==> src/rtl/hc595_pkg.sv <==
`default_nettype none
// ============================================================================
//  Module      : hc595_pkg
//  Description : Shared types and defaults for the 74HC595 serial transmitter.
//                - hc595_state_e : transmitter FSM states
//                - C_CLK_DIV_DEFAULT / C_N_BITS_DEFAULT : default parameters
//                - cnt_width()   : counter width able to hold n-1 (min 1 bit)
//  Revision    : 1.0 - initial release
// ============================================================================
package hc595_pkg;

  typedef enum logic [1:0] {
    IDLE  = 2'd0,
    SHIFT = 2'd1,
    LATCH = 2'd2
  } hc595_state_e;

  localparam int unsigned C_CLK_DIV_DEFAULT = 2;
  localparam int unsigned C_N_BITS_DEFAULT  = 16;

  // Width needed to count 0..n-1 without wrapping; never below 1 bit.
  function automatic int unsigned cnt_width(input int unsigned n);
    return (n > 1) ? $clog2(n) : 1;
  endfunction

endpackage
`default_nettype wire

==> src/rtl/hc595_shift_tx_tick.sv <==
`default_nettype none
// ============================================================================
//  Module      : hc595_tick
//  Description : Half-period tick generator. o_tick is high on the last clk
//                cycle of every CLK_DIV-cycle window; i_clr restarts the
//                window from zero on the next edge.
//  Ports       : clk    - system clock
//                rst_n  - asynchronous active-low reset
//                i_clr  - synchronous clear of the window counter
//                o_tick - end-of-window strobe
//  Revision    : 1.0 - initial release
// ============================================================================
module hc595_tick
  import hc595_pkg::*;
#(
  parameter int unsigned CLK_DIV = C_CLK_DIV_DEFAULT
) (
  input  logic clk,
  input  logic rst_n,
  input  logic i_clr,
  output logic o_tick
);

  localparam int unsigned      C_W    = cnt_width(CLK_DIV);
  localparam logic [C_W-1:0]   C_LAST = C_W'(CLK_DIV - 1);

  logic [C_W-1:0] r_cnt;

  always_ff @(posedge clk or negedge rst_n) begin
    if (!rst_n) begin
      r_cnt <= '0;
    end else if (i_clr || o_tick) begin
      r_cnt <= '0;
    end else begin
      r_cnt <= r_cnt + C_W'(1);
    end
  end

  assign o_tick = (r_cnt == C_LAST);

endmodule
`default_nettype wire

==> src/rtl/hc595_shift_tx.sv <==
`default_nettype none
// ============================================================================
//  Module      : hc595_shift_tx
//  Description : Serialises an N_BITS frame (MSB first) into one or more
//                cascaded 74HC595 shift registers, then pulses the storage
//                latch. One frame in flight at a time; no queuing.
//  Ports       : clk      - system clock (rising edge)
//                rst_n    - asynchronous active-low reset
//                in_data  - frame to send, bit N_BITS-1 first
//                in_valid - frame request
//                in_ready - idle and able to accept a frame
//                ds       - serial data to DS
//                sh_cp    - shift clock (DS sampled on its rising edge)
//                st_cp    - storage latch (outputs update on its rising edge)
//  Revision    : 1.0 - initial release
// ============================================================================
module hc595_shift_tx
  import hc595_pkg::*;
#(
  parameter int unsigned CLK_DIV = C_CLK_DIV_DEFAULT,
  parameter int unsigned N_BITS  = C_N_BITS_DEFAULT
) (
  input  logic              clk,
  input  logic              rst_n,
  input  logic [N_BITS-1:0] in_data,
  input  logic              in_valid,
  output logic              in_ready,
  output logic              ds,
  output logic              sh_cp,
  output logic              st_cp
);

  localparam int unsigned      C_BW       = cnt_width(N_BITS);
  localparam logic [C_BW-1:0]  C_LAST_BIT = C_BW'(N_BITS - 1);

  hc595_state_e      r_state,    w_state_next;
  logic [C_BW-1:0]   r_bit_cnt,  w_bit_cnt_next;
  logic [N_BITS-1:0] r_shreg,    w_shreg_next;
  logic              r_ds,       w_ds_next;
  logic              r_sh_cp,    w_sh_cp_next;
  logic              r_st_cp,    w_st_cp_next;
  logic              r_in_ready, w_in_ready_next;

  logic w_tick;
  logic w_tick_clr;

  // Restart the half-period window on every state entry so each phase
  // starts with a full CLK_DIV cycles.
  assign w_tick_clr = (w_state_next != r_state);

  hc595_tick #(
    .CLK_DIV (CLK_DIV)
  ) u_tick (
    .clk    (clk),
    .rst_n  (rst_n),
    .i_clr  (w_tick_clr),
    .o_tick (w_tick)
  );

  always_ff @(posedge clk or negedge rst_n) begin
    if (!rst_n) begin
      r_state    <= IDLE;
      r_bit_cnt  <= '0;
      r_shreg    <= '0;
      r_ds       <= 1'b0;
      r_sh_cp    <= 1'b0;
      r_st_cp    <= 1'b0;
      r_in_ready <= 1'b0;
    end else begin
      r_state    <= w_state_next;
      r_bit_cnt  <= w_bit_cnt_next;
      r_shreg    <= w_shreg_next;
      r_ds       <= w_ds_next;
      r_sh_cp    <= w_sh_cp_next;
      r_st_cp    <= w_st_cp_next;
      r_in_ready <= w_in_ready_next;
    end
  end

  always_comb begin
    w_state_next    = r_state;
    w_bit_cnt_next  = r_bit_cnt;
    w_shreg_next    = r_shreg;
    w_ds_next       = r_ds;
    w_sh_cp_next    = r_sh_cp;
    w_st_cp_next    = r_st_cp;
    w_in_ready_next = r_in_ready;

    case (r_state)
      IDLE: begin
        w_ds_next       = 1'b0;
        w_sh_cp_next    = 1'b0;
        w_st_cp_next    = 1'b0;
        // Comes up the first edge after reset release.
        w_in_ready_next = 1'b1;
        if (in_valid && r_in_ready) begin
          w_state_next    = SHIFT;
          w_shreg_next    = in_data;
          // MSB presented immediately: it gets a full low phase of setup.
          w_ds_next       = in_data[N_BITS-1];
          w_in_ready_next = 1'b0;
        end
      end

      SHIFT: begin
        if (w_tick) begin
          if (!r_sh_cp) begin
            w_sh_cp_next = 1'b1;
          end else begin
            // Falling edge of sh_cp: start of the next bit's low phase,
            // the only point where ds may change.
            w_sh_cp_next = 1'b0;
            if (r_bit_cnt == C_LAST_BIT) begin
              w_state_next = LATCH;
              w_st_cp_next = 1'b1;
              w_ds_next    = 1'b0;
            end else begin
              w_bit_cnt_next = r_bit_cnt + C_BW'(1);
              w_shreg_next   = r_shreg << 1;
              w_ds_next      = w_shreg_next[N_BITS-1];
            end
          end
        end
      end

      LATCH: begin
        w_sh_cp_next = 1'b0;
        if (w_tick) begin
          if (r_st_cp) begin
            w_st_cp_next = 1'b0;
          end else begin
            w_state_next    = IDLE;
            w_in_ready_next = 1'b1;
          end
        end
      end

      default: begin
        w_state_next = IDLE;
      end
    endcase

    if (w_state_next != r_state) begin
      w_bit_cnt_next = '0;
    end
  end

  assign in_ready = r_in_ready;
  assign ds       = r_ds;
  assign sh_cp    = r_sh_cp;
  assign st_cp    = r_st_cp;

endmodule
`default_nettype wire

==> config.mk <==
export PLATFORM = sky130hd
export DESIGN_NAME = hc595_shift_tx
export DESIGN_NICKNAME = d
export VERILOG_FILES = /design/src/rtl/hc595_pkg.sv /design/src/rtl/hc595_shift_tx_tick.sv /design/src/rtl/hc595_shift_tx.sv
export SDC_FILE = /design/constraint.sdc
export NUM_CORES = 1
export LEC_CHECK = 0
export CAP_MARGIN = 20
export CORE_UTILIZATION = 38
export CTS_CLUSTER_SIZE = 25
export DETAILED_ROUTE_END_ITERATION = 7
export GPL_TIMING_DRIVEN = 0
export HOLD_SLACK_MARGIN = 0.03
export SETUP_SLACK_MARGIN = 0.5
export SYNTH_ARGS = -nofsm -noshare
export SYNTH_HDL_FRONTEND = slang
export SYNTH_SLANG_ARGS = --single-unit
==> constraint.sdc <==
create_clock -name clk -period 1.6 [get_ports clk]
set_input_delay 0.16 -clock clk [delete_from_list [all_inputs] [get_ports clk]]
set_output_delay 0.16 -clock clk [all_outputs]
set_load 0.005 [all_outputs]
==> results of run 1 <==
-- what timing repair did --
action                                  CTS  global route
setup buffers                            16             2
cloned                                    3             1
hold buffers                              0             0
endpoints found under the setup margin   28            30
pin swaps                                 4             6
resized for setup                        35            24
-- worst max-delay path, cell delays in order, from the launching register on --
cell	delay [ns]
dfrtp_1	0.42
buf_6	0.13
and4bb_4	0.30
a21o_4	0.12
buf_6	0.14
clkbuf_16	0.15
a31oi_2	0.07
-- Yosys cell counts, drive strengths merged (2+ instances only) --
cell / n
nor2: 22
a31oi: 15
nand2: 32
nor2b: 3
nand3: 3
a21oi: 5
o21ai: 3
and4b: 2
dfrtp: 26
nand2b: 2
xnor2: 2
buf: 8
-- power breakdown --
group          switching, mW  internal (mW)  total (mW)
combinational          0.855           1.02        1.87
sequential             0.177          0.925        1.10
clock                  0.193         0.0883       0.282
-- worst paths after layout --
check,startpoint,to,slack [ns]
min reg2reg,r_shreg[11]$_DFFE_PN0P_,r_shreg[12]$_DFFE_PN0P_,0.55
max,r_state[0]$_DFF_PN0_,r_shreg[8]$_DFFE_PN0P_,0.18
max in group asynchronous,rst_n,r_shreg[1]$_DFFE_PN0P_,0.97
min in group clk,in_data[0],r_shreg[0]$_DFFE_PN0P_,0.38
max reg2reg,r_state[0]$_DFF_PN0_,r_shreg[8]$_DFFE_PN0P_,0.18
min,rst_n,r_bit_cnt[0]$_DFFE_PN0P_,0.17
-- per-stage QoR --
stage | instances | worst slack, ns | cell area [um^2] | TNS (ns) | util [%]
2_1_floorplan | 137 | 0.235 | 1340 | 0 | -
3_3_place_gp | 203 | 0.00441 | 1610 | 0 | 51.2
3_5_place_dp | 204 | -0.00608 | 1640 | -0.0133 | 52.0
4_1_cts | 226 | 0.159 | 1910 | 0 | 60.4
5_1_grt | 229 | 0.147 | 2030 | 0 | 64.5
6_report | 229 | 0.183 | 2030 | 0 | 64.5
-- kinds of logic after synthesis --
| kind of cell | count (synthesis) | share of synthesized area [%] |
|---|---|---|
| adders and majority gates | 1 | 0.959 |
| xor gates and xnor gates | 3 | 2.01 |
| DFF | 26 | 49.9 |
| and+or+nand+nor | 71 | 24.8 |
| AOI/OAI and AO/OA | 26 | 16.9 |
| buffers and inverters | 9 | 4.70 |
| muxes | 1 | 0.767 |
-- final cells by class --
cell class	count	area, um^2
well taps	44	55.1
multi-input cells	102	736
repair buffers	45	464
plain buffers	8	103
flip-flops and latches	26	651
clock buffers	3	22.5
fillers	277	1120
inverters	1	3.75
-- flip-flops by register name (all words and copies together), names as in the netlist --
| signal | count |
|---|---|
| ds | 1 |
| r_state | 2 |
| in_ready | 1 |
| sh_cp | 1 |
| r_shreg | 15 |
| u_tick.o_tick | 1 |
| st_cp | 1 |
| r_bit_cnt | 4 |
-- per-layer routing --
metal | global-route usage, % | share of wire [%] | up-vias
met5 | 0 | 0 | -
li1 | - | - | 568
met4 | 6.82 | 0.58 | 0
met1 | 27.3 | 46 | 550
met2 | 35.0 | 51 | 21
met3 | 2.56 | 2.9 | 2
==> results.py, run 1 <==
metrics = {
    "status": {
        "status": "finished, final reports clean",
    },
    "sta": {
        "hold_viol": 0,
        "skew_ns": 0.0117,
        "fin_crit_sh_pct": 88.5,
        "slew_viol_final": 0,
        "maxSlewHeadroom_pct": 65.5,
        "setup_violations": 0,
        "fmax_ghz": 0.706,
        "rsz0062_at_grt": "true",
        "worst_slew_pin_slew_ns": 0.516,
        "hold-worst-slack_ns": 0.168,
        "min_period_ns": 1.42,
    },
    "logic_synthesis": {
        "ys_seq_area_share_pct": 49.9,
        "yosysTopAreaCell": "dfrtp_1",
        "synthCells": 137,
        "synth-edff-count": 0,
        "syn_area_um2": 1310,
        "syn-num-nets": 157,
        "yosysWarnings": 0,
        "syn_area_per_cell_um2": 9.53,
        "ys_ff_latch": 26,
        "synth.area.top_cells": "dfrtp_1, a31oi_2, nand2_1, nor2_1, a31oi_1",
        "synth_top_area_share_pct": 49.9,
        "synth_cell_type_count": 29,
        "ys.flop_type": "dfrtp_1",
        "synthArstFlopShare_pct": 100,
    },
    "global_routing": {
        "grt_pass1_vias": 1167,
        "track_usage_pct": 20.6,
        "grt_max_degree": 19,
        "antenna_found_initial": 0,
        "grt_pass1_wl_um": 5470,
        "globalRouteOverflowTotal": 0,
    },
    "routing": {
        "via_per_inst": 4.98,
        "dr_total_vias": 1141,
        "drtAntennaViolNets": 0,
        "drtPass1Iterations": 4,
        "post_drt_wl_per_cell_um": 14.2,
        "drc": 0,
        "dr.first_iter.drc_count": 56,
        "drt-total-wl_um": 3250,
    },
    "place": {
        "dpl.hpwl_um": 1970,
        "portBuffers": 22,
        "place.gp.congestion": 0.768,
    },
    "final_layout": {
        "nets": 207,
        "layout-drive-gt1-share_pct": 37.3,
        "antenna_cells": 0,
        "mostFrequentLayoutCells": "nand2_1, dfrtp_1, clkdlybuf4s50_1",
        "area_growth_pct": 55.9,
        "final_common_cell": "nand2_1",
    },
    "pwr": {
        "ir_drop_mv": 0.640,
        "pwr_density_cell_nw_per_um2": 1600,
        "p_total_mw": 3.26,
        "p_leak_nw": 0.861,
    },
    "clock_network": {
        "clk_latency_ns": 0.32,
        "cts_buffers": 3,
        "clk_pin_slew_ns": 0.14,
        "cts_tree": "done",
        "cts_max_path_buffers": 2,
        "htree_levels": 1,
        "cts-root-buf": "clkbuf_4",
        "cts.sinks": 26,
    },
    "setup_path": {
        "critPathCaptureType": "flop",
        "worst-setup-path-type": "reg2reg",
        "cp-start-kind": "flop",
        "crit_arrival_ns": 1.64,
        "reg2reg_depth": 6,
        "required_ns": 1.83,
        "crit_fanout": 6,
    },
    "floorplan": {
        "dieArea_um2": 3670,
        "die_x_um": 60.6,
        "die_height_um": 60.6,
        "start_util_pct": 41.4,
        "rows": 20,
        "coreArea_um2": 3150,
        "io_pins": 23,
    },
    "flow_run": {
        "max_cap_violations": 0,
    },
    "min_path": {
        "hold_path.class": "in2async",
    },
}
(Power assumes the default switching activity.)
==> run 2, diff against run 1 <==
- CORE_MARGIN: not set -> 8
- GPL_ROUTABILITY_DRIVEN: not set -> 0
- PLACE_DENSITY: not set -> 0.66
==> run 2 against run 1 <==
Effect of this change: utilization grew 1.7 points; first-iteration DRC count rose by 80%; combinational power up 19%; global-route usage is 6.3 points lower; via count rose by 10%; clock-buffer cell count rose by 1; sequential share of layout area down 2.3 points; cell count increased by 7.0%; worst hold slack better by 0.038 ns; critical path type unchanged; non-clock buffer count increased by 13; clock skew is 0.0092 ns lower.
==> results.py, run 2 (same netlist as run 1, synthesis figures left out) <==
metrics = {
    "floorplan": {
        "io_pins": 23,
        "coreArea_um2": 3310,
        "dieArea_um2": 5570,
        "die_x_um": 74.6,
        "start_util_pct": 39.4,
        "die_height_um": 74.6,
        "rows": 21,
    },
    "pwr": {
        "pwr_density_cell_nw_per_um2": 1670,
        "ir_drop_mv": 0.692,
        "p_leak_nw": 0.946,
    },
    "setup_path": {
        "critPathCaptureType": "flop",
        "path_cells": "buf_6, and4bb_4, a21o_4, buf_8, clkbuf_16, a31oi_2",
        "cp_slowest_cell": "dfrtp_1",
        "crit_fanout": 6,
        "r2r-start": "r_state[0]$_DFF_PN0_",
        "cp-start-kind": "flop",
        "required_ns": 1.82,
        "crit_arrival_ns": 1.68,
        "worstReg2RegEnd": "r_shreg[14]$_DFFE_PN0P_",
        "cp_slowest_stage_delay_ns": 0.41,
        "reg2reg_depth": 6,
        "worst-setup-path-type": "reg2reg",
        "r2r_slack_ns": 0.14,
    },
    "final_layout": {
        "mostFrequentLayoutCells": "nand2_1, dfrtp_1, buf_6, buf_4",
        "layout-drive-gt1-share_pct": 42.2,
        "largest_reg_flops": 15,
        "area_growth_pct": 68.1,
        "final_common_cell": "nand2_1",
        "largestRegisters": "r_shreg x15, r_bit_cnt x4, r_state x2",
        "antenna_cells": 0,
        "nets": 220,
        "regMostFlops": "r_shreg",
        "n_fill_cell": 255,
    },
    "global_routing": {
        "grt_pass1_wl_um": 6080,
        "globalRouteOverflowTotal": 0,
        "grt_pass1_vias": 1251,
        "grt_max_degree": 15,
        "track_usage_pct": 14.3,
        "antenna_found_initial": 0,
    },
    "sta": {
        "worst_slew_pin_slew_ns": 0.639,
        "fin_crit_sh_pct": 91.0,
        "min_period_ns": 1.46,
        "fmax_ghz": 0.687,
        "setup_ws_ns": 0.144,
        "timing.setup.tns_ns": 0,
        "hold_viol": 0,
        "skew_ns": 0.00248,
        "maxSlewHeadroom_pct": 57.3,
        "slew_viol_final": 0,
        "rsz0062_at_grt": "true",
        "setup_violations": 0,
    },
    "clock_network": {
        "cts_hold_buffers": 0,
        "cts.sinks": 26,
        "cts_buffers": 3,
        "cts_max_path_buffers": 2,
        "cts_tree": "done",
        "cts-root-buf": "clkbuf_4",
        "clk_pin_slew_ns": 0.14,
        "clk_latency_ns": 0.33,
        "htree_levels": 1,
    },
    "routing": {
        "drtAntennaViolNets": 0,
        "dr.first_iter.drc_count": 101,
        "drt-total-wl_um": 4040,
        "post_drt_wl_per_cell_um": 16.5,
        "drc": 0,
        "drtPass1Iterations": 4,
        "via_per_inst": 5.13,
        "dr_total_vias": 1257,
    },
    "place": {
        "pre_cts_ws_ns": 0.00519,
        "dpl.hpwl_um": 2130,
        "portBuffers": 22,
    },
    "flow_run": {
        "max_cap_violations": 0,
    },
    "status": {
        "status": "finished, final reports clean",
    },
    "min_path": {
        "hold_path.class": "in2async",
    },
}
## run 2: per-layer routing
metal  wire, um  up-vias  track usage (%)
li1           -      592                -
met1       1660      628             17.5
met2       2150       30             23.8
met3        154        7             2.02
met4         80        0             7.17
met5          0        -                0
## run 2: worst max path at each step
| stage | cells past startpoint | startpoint | endpoint | slack, ns |
|---|---|---|---|---|
| floorplan | 6 | r_state[0]$_DFF_PN0_ | r_shreg[10]$_DFFE_PN0P_ | 0.24 |
| global placement | 1 | rst_n | r_shreg[6]$_DFFE_PN0P_ | 0.03 |
| detailed placement | 6 | in_valid | r_shreg[9]$_DFFE_PN0P_ | 0.005 |
| CTS | 5 | r_state[0]$_DFF_PN0_ | r_shreg[9]$_DFFE_PN0P_ | 0.17 |
| global route | 6 | r_state[0]$_DFF_PN0_ | r_shreg[9]$_DFFE_PN0P_ | 0.11 |
| finish | 6 | r_state[0]$_DFF_PN0_ | r_shreg[14]$_DFFE_PN0P_ | 0.14 |
## run 2: what timing repair did
action | CTS | global route
cloned | 3 | 1
pin swaps | 8 | 9
gates resized for setup | 45 | 28
endpoints found under the setup margin | 28 | 28
buffers inserted | 19 | 12
## run 2: area by class of cell
| type | count | area [um^2] | area share [%] |
|---|---|---|---|
| inverter | 1 | 3.75 | 0.171 |
| clock buffer | 4 | 36.3 | 1.65 |
| multi-input combinational | 102 | 768 | 35.0 |
| buffer | 8 | 103 | 4.68 |
| tap | 46 | 57.6 | 2.62 |
| timing repair buffer | 58 | 574 | 26.2 |
| sequential | 26 | 651 | 29.7 |
## run 2: critical path, delay by kind of cell, from the launching register on
family | cells | cell delay (ns)
AND/OR/NAND/NOR | 1 | 0.31
AO/OA/AOI/OAI | 2 | 0.21
buffers and inverters | 3 | 0.42
flip-flops | 1 | 0.41
## run 2: power breakdown
part | internal, mW | total (mW) | switching, mW | leakage (nW)
registers | 0.925 | 1.11 | 0.180 | 0.298
logic | 1.22 | 2.23 | 1.01 | 0.627
clock network | 0.139 | 0.334 | 0.195 | 0.0210
total | 2.29 | 3.67 | 1.38 | 0.946
## run 2: stage by stage
step	util (%)	power (mW)	area [um^2]	hold WS, ns	instances
after floorplan	-	1.99	1340	-0.136	137
after global placement	48.8	2.27	1620	0.504	205
after detailed placement	49.2	2.33	1630	0.516	206
after CTS	58.8	3.12	1950	0.223	232
after global routing	66.3	3.89	2190	0.247	245
final	66.3	3.67	2190	0.207	245
